<file path="config.mk">
export PLATFORM = sky130hd
export DESIGN_NAME = bin_to_bcd_seq
export DESIGN_NICKNAME = d
export VERILOG_FILES = /design/src/rtl/bin_to_bcd_seq.sv
export SDC_FILE = /design/constraint.sdc
export NUM_CORES = 1
export LEC_CHECK = 0
export CORE_AREA = 2 2 83 93
export CTS_BUF_LIST = sky130_fd_sc_hd__clkbuf_8
export DETAILED_ROUTE_END_ITERATION = 7
export DIE_AREA = 0 0 85 95
export HOLD_SLACK_MARGIN = 0.06
export PLACE_DENSITY = 0.54
export SETUP_SLACK_MARGIN = 0.05
export SKIP_LAST_GASP = 1
export SYNTH_ARGS = -nofsm -noshare
export SYNTH_HDL_FRONTEND = slang
export SYNTH_SLANG_ARGS = --single-unit
</file>
<file path="constraint.sdc">
create_clock -name clk -period 3.6 [get_ports clk]
set_clock_uncertainty 0.1 [all_clocks]
set_input_delay 0.54 -clock clk [delete_from_list [all_inputs] [get_ports clk]]
set_output_delay 0.54 -clock clk [all_outputs]
set_load 0.02 [all_outputs]
</file>
<file path="src/rtl/bin_to_bcd_seq.sv">
// Sequential double-dabble binary-to-BCD converter, one input bit per clock.
// Latency BIN_W cycles accept-to-out_valid; throughput one result per BIN_W+2 cycles; holds result until out_ready.
module bin_to_bcd_seq #(
    parameter int BIN_W  = 12,
    parameter int DIGITS = 4,
    parameter int SIGNED = 0
) (
    input  logic                  clk,
    input  logic                  rst_n,
    input  logic                  in_valid,
    output logic                  in_ready,
    input  logic [BIN_W-1:0]      bin,
    output logic                  out_valid,
    input  logic                  out_ready,
    output logic [4*DIGITS-1:0]   bcd,
    output logic                  sign,
    output logic                  ovf,
    output logic                  busy
);

    localparam int BW = 4 * DIGITS;
    localparam int CW = $clog2(BIN_W);
    localparam bit SGN = (SIGNED != 0);

    localparam logic [1:0] S_IDLE = 2'd0;
    localparam logic [1:0] S_CONV = 2'd1;
    localparam logic [1:0] S_DONE = 2'd2;

    logic [1:0]       r_state;
    logic [BW-1:0]    r_bcd_sh;
    logic [BIN_W-1:0] r_bin_sh;
    logic [CW-1:0]    r_cnt;
    logic             r_ovf_acc;
    logic             r_sign_acc;
    logic [BW-1:0]    r_bcd;
    logic             r_sign;
    logic             r_ovf;

    logic [BW-1:0]    w_adj;
    logic [BW-1:0]    w_next_bcd;
    logic [BIN_W-1:0] w_next_bin;
    logic [BIN_W-1:0] w_mag;
    logic             w_neg;
    logic             w_ovf_next;
    logic             w_last;

    always_comb begin
        w_adj = r_bcd_sh;
        for (int i = 0; i < DIGITS; i++) begin
            if (r_bcd_sh[4*i +: 4] >= 4'd5)
                w_adj[4*i +: 4] = r_bcd_sh[4*i +: 4] + 4'd3;
        end
    end

    // Whole {bcd, binary} register shifts left; bit leaving the BCD MSB means the value did not fit.
    assign w_next_bcd = {w_adj[BW-2:0], r_bin_sh[BIN_W-1]};
    assign w_next_bin = {r_bin_sh[BIN_W-2:0], 1'b0};
    assign w_ovf_next = r_ovf_acc | w_adj[BW-1];
    assign w_last     = (r_cnt == CW'(BIN_W - 1));

    assign w_neg = SGN & bin[BIN_W-1];
    assign w_mag = w_neg ? (~bin + 1'b1) : bin;

    always_ff @(posedge clk) begin
        if (!rst_n) begin
            r_state    <= S_IDLE;
            r_bcd_sh   <= '0;
            r_bin_sh   <= '0;
            r_cnt      <= '0;
            r_ovf_acc  <= 1'b0;
            r_sign_acc <= 1'b0;
            r_bcd      <= '0;
            r_sign     <= 1'b0;
            r_ovf      <= 1'b0;
        end else begin
            case (r_state)
                S_IDLE: begin
                    if (in_valid) begin
                        r_bin_sh   <= w_mag;
                        r_bcd_sh   <= '0;
                        r_cnt      <= '0;
                        r_ovf_acc  <= 1'b0;
                        r_sign_acc <= w_neg;
                        r_state    <= S_CONV;
                    end
                end
                S_CONV: begin
                    r_bcd_sh  <= w_next_bcd;
                    r_bin_sh  <= w_next_bin;
                    r_ovf_acc <= w_ovf_next;
                    r_cnt     <= r_cnt + 1'b1;
                    if (w_last) begin
                        // Output registers update only here so they stay put across later conversions.
                        r_bcd   <= w_next_bcd;
                        r_ovf   <= w_ovf_next;
                        r_sign  <= r_sign_acc;
                        r_state <= S_DONE;
                    end
                end
                S_DONE: begin
                    if (out_ready)
                        r_state <= S_IDLE;
                end
                default: r_state <= S_IDLE;
            endcase
        end
    end

    assign in_ready  = (r_state == S_IDLE);
    assign busy      = (r_state == S_CONV);
    assign out_valid = (r_state == S_DONE);
    assign bcd       = r_bcd;
    assign sign      = r_sign;
    assign ovf       = r_ovf;

endmodule
</file>
==> metrics.md, run 1 <==
| Metric | Value |
|---|---|
| Crit-path slowest cell | `dfxtp_1` |
| DIE AREA | `8075 µm²` |
| CTS buffer count | `5` |
| Crit Path Category | `flop to output port` |
| Row count | `33` |
| Seq/Total Area, Yosys | `42.67%` |
| Pwr dens | `351.5 nW/µm²` |
| Final Hold Viols | `0` |
| Yosys warns | `0` |
| Clk_lat worst skew | `0.29 ns` |
| Die W | `85 µm` |
| Synth Net Count | `316` |
| CTS Hold Bufs | `0` |
| Gate Count Post-Synth | `291` |
| Post-CTS Resized | `0` |
| Number of I/O pins | `37` |
| DRT antenna net count | `0` |
| Antenna cells | `0` |
| Initial Util | `33.77%` |
| WHS | `0.3598 ns` |
| Post-Syn Area per Cell | `8.384 µm²` |
| Mapped Area | `2440 µm²` |
| RD Place Congestion | `0.6897` |
| Drt first pass iters | `4` |
| Number of global-route vias before repair | `1983` |
| RR Startpoint | `r_state[1]$_SDFFE_PN0P_` |
| Clk Tree Root Cell | `clkbuf_8` |
| Die height | `95 µm` |
| Worst slack, placed | `1.032 ns` |
| Critical R2R Capture | `ovf$_SDFFE_PN0P_` |
| Worst-path clk slew | `0.09 ns` |
| Critical Path Start | `r_state[1]$_SDFFE_PN0P_` |
| Final worst slack | `0.9613 ns` |
| Minimum clock period | `2.639 ns` |
| Post-CTS setup buffers | `0` |
| WL final | `5258 µm` |
| CTS max path bufs | `2` |
| Synthesized flop and latch total | `52` |
| Vias per cell | `5.071` |
| Clock sinks | `52` |
| Nets | `343` |
| Fin crit share | `73.30%` |
| Post-detail-place hpwl | `3536 µm` |
| Max Cap Violations | `0` |
| Pins Over Slew Limit | `0` |
| Total GRT Usage | `13.74%` |
| Netlist cell types | `40` |
| CP endpoint kind | `output port` |
| CTS tree | `built` |
| Status | `finished clean` |
| Final setup vio count | `0` |
| Final core utilization | `40.31%` |
| Area contributors post-synth | `dfxtp_1 43%, o21ai_0 8.2%, nand2_1 5.8%` |
| Worst hold-check path type | `flop to flop` |
| Fmax achieved | `379.0 MHz` |
| H-tree Lvls | `2` |
| Global route overflow | `0` |
| DRC Markers | `0` |
| Req. time, crit path | `2.96 ns` |
| Core area | `7226 µm²` |
| CP Cell Sequence | `inv_1 -> nor2_1 -> clkdlybuf4s50_1` |
| Startpoint Class | `flop` |
| Critical Path End | `out_valid` |
| RSZ-0062 raised after global routing | `no` |
| Cell taking the most area after synthesis | `dfxtp_1` |
| Area delta synth->final | `19.38%` |
| Design Power | `1.024 mW` |
| Critical path fanouts, max | `14` |
| Register-to-register setup slack | `1.21 ns` |
| Least-Margin Pin Slew | `0.7925 ns` |
| Synth top area share | `42.67%` |
| Pleak | `1.066 nW` |
| Max_slew headroom | `47.13%` |
| Vias | `2059` |
| First DRT Iteration DRCs | `71` |
| WL per Instance | `12.95 µm` |
| Input/output buffers | `35` |
| Crit path DAT | `2.00 ns` |
| R2R cell count | `6` |
| Number of antenna violations at the first check in global routing | `0` |
| Layout cells sized above 1 | `5.956%` |
| Critical Path Max Stage Delay | `0.61 ns` |
| Worst VDD drop | `0.2228 mV` |
| First-pass GRT wire length | `9108 µm` |
| Pin count of the biggest net entering global routing | `46` |
| Fin Setup TNS | `0 ns` |
[power breakdown]
part | internal (mW) | switching, mW | total [mW]
logic | 0.0403 | 0.0501 | 0.0904
registers | 0.590 | 0.00983 | 0.600
clock network | 0.152 | 0.182 | 0.334
total | 0.782 | 0.242 | 1.02
[worst max-delay path: cells and delay by family (launching register included)]
kind	cells	cell delay, ns
DFF	1	0.61
and+or+nand+nor	1	0.16
buffers and inverters	2	0.94
[layout make-up]
type	count	area [µm²]
Timing Repair Buffer	39	380.4
Fill cell	731	4313
Sequential cell	52	1041
Clock buffer	6	82.58
Multi-Input combinational cell	208	1242
Tap cell	87	108.9
Inverter	12	50.05
Clock inverter	2	7.507
[per-stage QoR]
stage | instance area, µm² | cells
after detailed placement | 2823 | 398
after global routing | 2913 | 406
after floorplan | 2440 | 291
final | 2913 | 406
after global placement | 2823 | 398
after CTS | 2913 | 406
[flip-flops by register name, indices dropped and copies added (netlist names)]
register   flops
bcd           16
r_bcd_sh      16
r_bin_sh      12
r_cnt          4
r_state        2
ovf            1
r_ovf_acc      1
[per-layer routing]
metal	routed length, µm	vias to the layer above	part of all wire, %	global-route usage (%)
met3	173	7	3.3	2.360
met2	2511	34	48	24.48
met1	2504	946	48	16.79
li1	-	1072	-	-
met4	68	0	1.3	4.365
met5	0	-	0	0
[synth_stat cells]
master,n
nand2b_1,5
o21a_1,1
nand2_1,38
o211ai_1,1
o221ai_1,5
conb_1,1
and4b_1,1
a31oi_1,1
ha_1,9
buf_2,1
a21oi_1,28
nor3b_1,9
a21boi_0,5
inv_1,11
clkbuf_1,11
o21bai_2,1
dfxtp_1,52
inv_6,1
o221a_2,1
nand3b_1,1
buf_6,3
and3_1,1
o21ai_0,40
o22ai_1,9
a22oi_1,2
mux2_2,4
nor3_1,6
nor2b_1,5
buf_1,1
nand2b_2,1
o22a_1,1
buf_4,3
nand2_4,1
and2_1,1
nor2_1,13
xnor2_1,4
o211a_1,5
nand4b_1,1
mux2i_1,1
nand3_1,6
[cells by family after synthesis]
family                   synth area share [%]
adder cells (fa/ha/maj)                 4.615
buffers and inverters                   6.410
other                                  0.1537
flip-flops                              42.67
XOR/XNOR                                1.436
multiplexers                            2.256
AND/OR/NAND/NOR                         18.05
AO/OA/AOI/OAI                           24.41
[cell usage in the layout, fill, tap and decap left out, types with 6 or more instances in the layout]
master	instances
o22ai_1	9
nor2_1	13
clkbuf_8	6
nor3b_1	9
nand2_1	38
a21oi_1	28
nor3_1	6
o21ai_0	40
nand3_1	6
clkdlybuf4s50_1	35
ha_1	9
inv_1	13
dfxtp_1	52
[how the worst min path moves through the flow]
stage                                 from                   to  cells past startpoint
floorplan           r_ovf_acc$_SDFFE_PN0P_     ovf$_SDFFE_PN0P_                      2
global placement    r_ovf_acc$_SDFFE_PN0P_     ovf$_SDFFE_PN0P_                      2
detailed placement  r_ovf_acc$_SDFFE_PN0P_     ovf$_SDFFE_PN0P_                      2
CTS                 r_ovf_acc$_SDFFE_PN0P_     ovf$_SDFFE_PN0P_                      2
global route           bcd[6]$_SDFFE_PN0P_  bcd[6]$_SDFFE_PN0P_                      2
finish              r_ovf_acc$_SDFFE_PN0P_     ovf$_SDFFE_PN0P_                      2
(Power assumes the default switching activity.)
==> inputs of run 2 (changes only) <==
==> constraint.sdc (replaced) <==
create_clock -name clk -period 2.49 [get_ports clk]
set_clock_uncertainty 0.1 [all_clocks]
set_input_delay 0.3735 -clock clk [delete_from_list [all_inputs] [get_ports clk]]
set_output_delay 0.3735 -clock clk [all_outputs]
set_load 0.02 [all_outputs]
==> run 2 against run 1 <==
  * Critical endpoint is now busy
  * Final area grew 1.4%
  * Combinational power is 52% higher
  * Flip-flop and latch count did not move
  * Critical path type unchanged
  * Final cell count increased by 1.2%
  * Total power is 47% higher
  * Count of clock-buffer cells in the layout unchanged
  * First-iteration DRC count rose by 35%
  * Global-route usage rose by 0.30 points
  * Critical path depth is the same
  * Core utilization is 0.57 points higher
  * Worst hold slack lost 0.0011 ns
==> metrics.md, run 2 (synthesized netlist as in run 1, its figures left out) <==
| Metric | Value |
|---|---|
| WL per Instance | `13.13 µm (+1.4%)` |
| Multi-input logic area | `1242 µm² (unchanged)` |
| Input/output buffers | `35 (unchanged)` |
| Clk_lat worst skew | `0.30 ns (about the same)` |
| Met2 Use GR | `23.76% (-0.72 points)` |
| Design Power | `1.507 mW (+47%)` |
| Core area | `7226 µm² (unchanged)` |
| Layout cells sized above 1 | `7.716% (+1.8 points)` |
| Status | `finished clean` |
| Combinational share of power | `9.1% (+0.3 points)` |
| DRT antenna net count | `0 (unchanged)` |
| Filler cell count | `730 (-0.14%)` |
| Nets | `348 (+1.5%)` |
| Antenna cells | `0 (unchanged)` |
| Fin Setup TNS | `0 ns (unchanged)` |
| Die height | `95 µm (unchanged)` |
| DRC Markers | `0 (unchanged)` |
| CTS buffer count | `5 (unchanged)` |
| WP buf/inv | `2 (unchanged)` |
| Startpoint Class | `flop` |
| Initial Util | `33.77% (unchanged)` |
| Global route hottest layer | `met2` |
| Pwr dens | `510.3 nW/µm² (+45%)` |
| First-pass GRT wire length | `9335 µm (+2.5%)` |
| Clk Tree Root Cell | `clkbuf_8` |
| M1 GR Usage | `18.58% (+1.8 points)` |
| Clk pwr share | `33.4% (+0.8 points)` |
| Worst hold-check path type | `flop to flop` |
| Req. time, crit path | `2.02 ns (-0.94 ns)` |
| RSZ-0062 raised after global routing | `no` |
| Cell family with most CP delay | `buffers and inverters` |
| Post-CTS setup buffers | `0 (unchanged)` |
| Minimum clock period | `2.229 ns` |
| Commonest non-fill, non-tap cell in the layout | `dfxtp_1` |
| Drt first pass iters | `4 (unchanged)` |
| Fmax achieved | `448.5 MHz` |
| Final Hold Viols | `0 (unchanged)` |
| First DRT Iteration DRCs | `96 (+35%)` |
| Grt met3 use | `2.622% (+0.26 points)` |
| Crit-path slowest cell | `clkdlybuf4s50_1` |
| Number of global-route vias before repair | `1968 (-0.76%)` |
| Flop pwr share | `57.5% (-1.1 points)` |
| Net Sw Power | `0.3695 mW (+53%)` |
| Number of I/O pins | `37 (unchanged)` |
| Critical Path Max Stage Delay | `0.61 ns (about the same)` |
| CP Cell Sequence | `nand2b_2 -> inv_6 -> clkdlybuf4s50_1` |
| Number of antenna violations at the first check in global routing | `0 (unchanged)` |
| CTS tree | `built` |
| WL final | `5398 µm (+2.7%)` |
| Sw Ratio | `24.51% (+0.86 points)` |
| Post-CTS Resized | `0 (unchanged)` |
| H-tree Lvls | `2 (unchanged)` |
| Pins Over Slew Limit | `0 (unchanged)` |
| Area delta synth->final | `21.08%` |
| Critical path fanouts, max | `10 (-4)` |
| Crit path DAT | `1.76 ns (-0.24 ns)` |
| Pin count of the biggest net entering global routing | `21 (-54%)` |
| RD Place Congestion | `0.7139 (+3.5%)` |
| Total GRT Usage | `14.04% (+0.30 points)` |
| CTS max path bufs | `2 (unchanged)` |
| CP endpoint kind | `output port` |
| Die W | `85 µm (unchanged)` |
| Fin crit share | `89.54%` |
| Register area | `1041 µm² (unchanged)` |
| Commonest non-fill, non-tap cells in the layout | `52 x dfxtp_1, 40 x o21ai_0, 38 x nand2_1` |
| Int Power | `1.138 mW (+46%)` |
| Vias per cell | `5.051 (-0.40%)` |
| Vias | `2076 (+0.83%)` |
| CTS Hold Bufs | `0 (unchanged)` |
| Worst VDD drop | `0.2350 mV (+5.5%)` |
| Pleak | `1.086 nW (+1.8%)` |
| Clock sinks | `52 (unchanged)` |
| Global route overflow | `0 (unchanged)` |
| Worst-path clk slew | `0.10 ns (about the same)` |
| Max Cap Violations | `0 (unchanged)` |
| Post-detail-place hpwl | `3722 µm (+5.3%)` |
| Row count | `33 (unchanged)` |
| DIE AREA | `8075 µm² (unchanged)` |
| Final setup vio count | `0 (unchanged)` |
| Crit Path Category | `flop to output port` |
## run 2: final cells by class
cell class,instances,share of cell area [%]
clock buffer,6,2.795
clock inverter,2,0.3812
inverter,12,1.694
multi-input combinational,208,42.06
sequential,52,35.24
tap,87,3.685
timing repair buffer,44,14.15
## run 2: power groups by stage
stage	sequential [mW]	clock [mW]	combinational, mW
detailed placement	0.886	0	0.138
floorplan	0.882	0	0.0896
global placement	0.886	0	0.138
finish	0.867	0.504	0.137
global route	0.871	0.549	0.154
CTS	0.867	0.520	0.139
## run 2: tightest hold or removal path, cell delays in order (launching register included)
cell     delay, ns
dfxtp_1       0.32
inv_1         0.05
a31oi_1       0.06
## run 2: path summary, 6_finish.rpt
check                               start             endpoint  slack [ns]  cells after the start
hold reg to reg    r_ovf_acc$_SDFFE_PN0P_     ovf$_SDFFE_PN0P_        0.36                      2
setup / recovery  r_state[1]$_SDFFE_PN0P_                 busy        0.26                      3
setup reg to reg  r_state[1]$_SDFFE_PN0P_  bcd[1]$_SDFFE_PN0P_        0.72                      6
hold / removal     r_ovf_acc$_SDFFE_PN0P_     ovf$_SDFFE_PN0P_        0.36                      2
## run 2: per-layer routing
layer	part of all wire, %	vias up
li1	-	1088
met1	48	937
met2	47	43
met3	4.4	8
met4	1.1	0
met5	0	-
## run 2: stage by stage
stage	util (%)	cell area [µm²]	instances	hold WS [ns]	setup slack, ns
finish	40.88	2954	411	0.3588	0.2605
global route	40.88	2954	411	0.3900	0.1957
CTS	40.88	2954	411	0.3622	0.2414
detailed placement	39.58	2860	403	0.3499	0.5875
global placement	39.58	2860	403	0.3383	0.5984
floorplan	-	2440	291	0.3338	0.9394
==> inputs of run 3 (changes only) <==
--- a/config.mk
+++ b/config.mk
@@ -12,7 +12,6 @@
 export HOLD_SLACK_MARGIN = 0.06
 export PLACE_DENSITY = 0.54
 export SETUP_SLACK_MARGIN = 0.05
-export SKIP_LAST_GASP = 1
 export SYNTH_ARGS = -nofsm -noshare
 export SYNTH_HDL_FRONTEND = slang
 export SYNTH_SLANG_ARGS = --single-unit
==> results of run 3 <==
The final DEF is identical to that of run 2; final timing and power are the same.
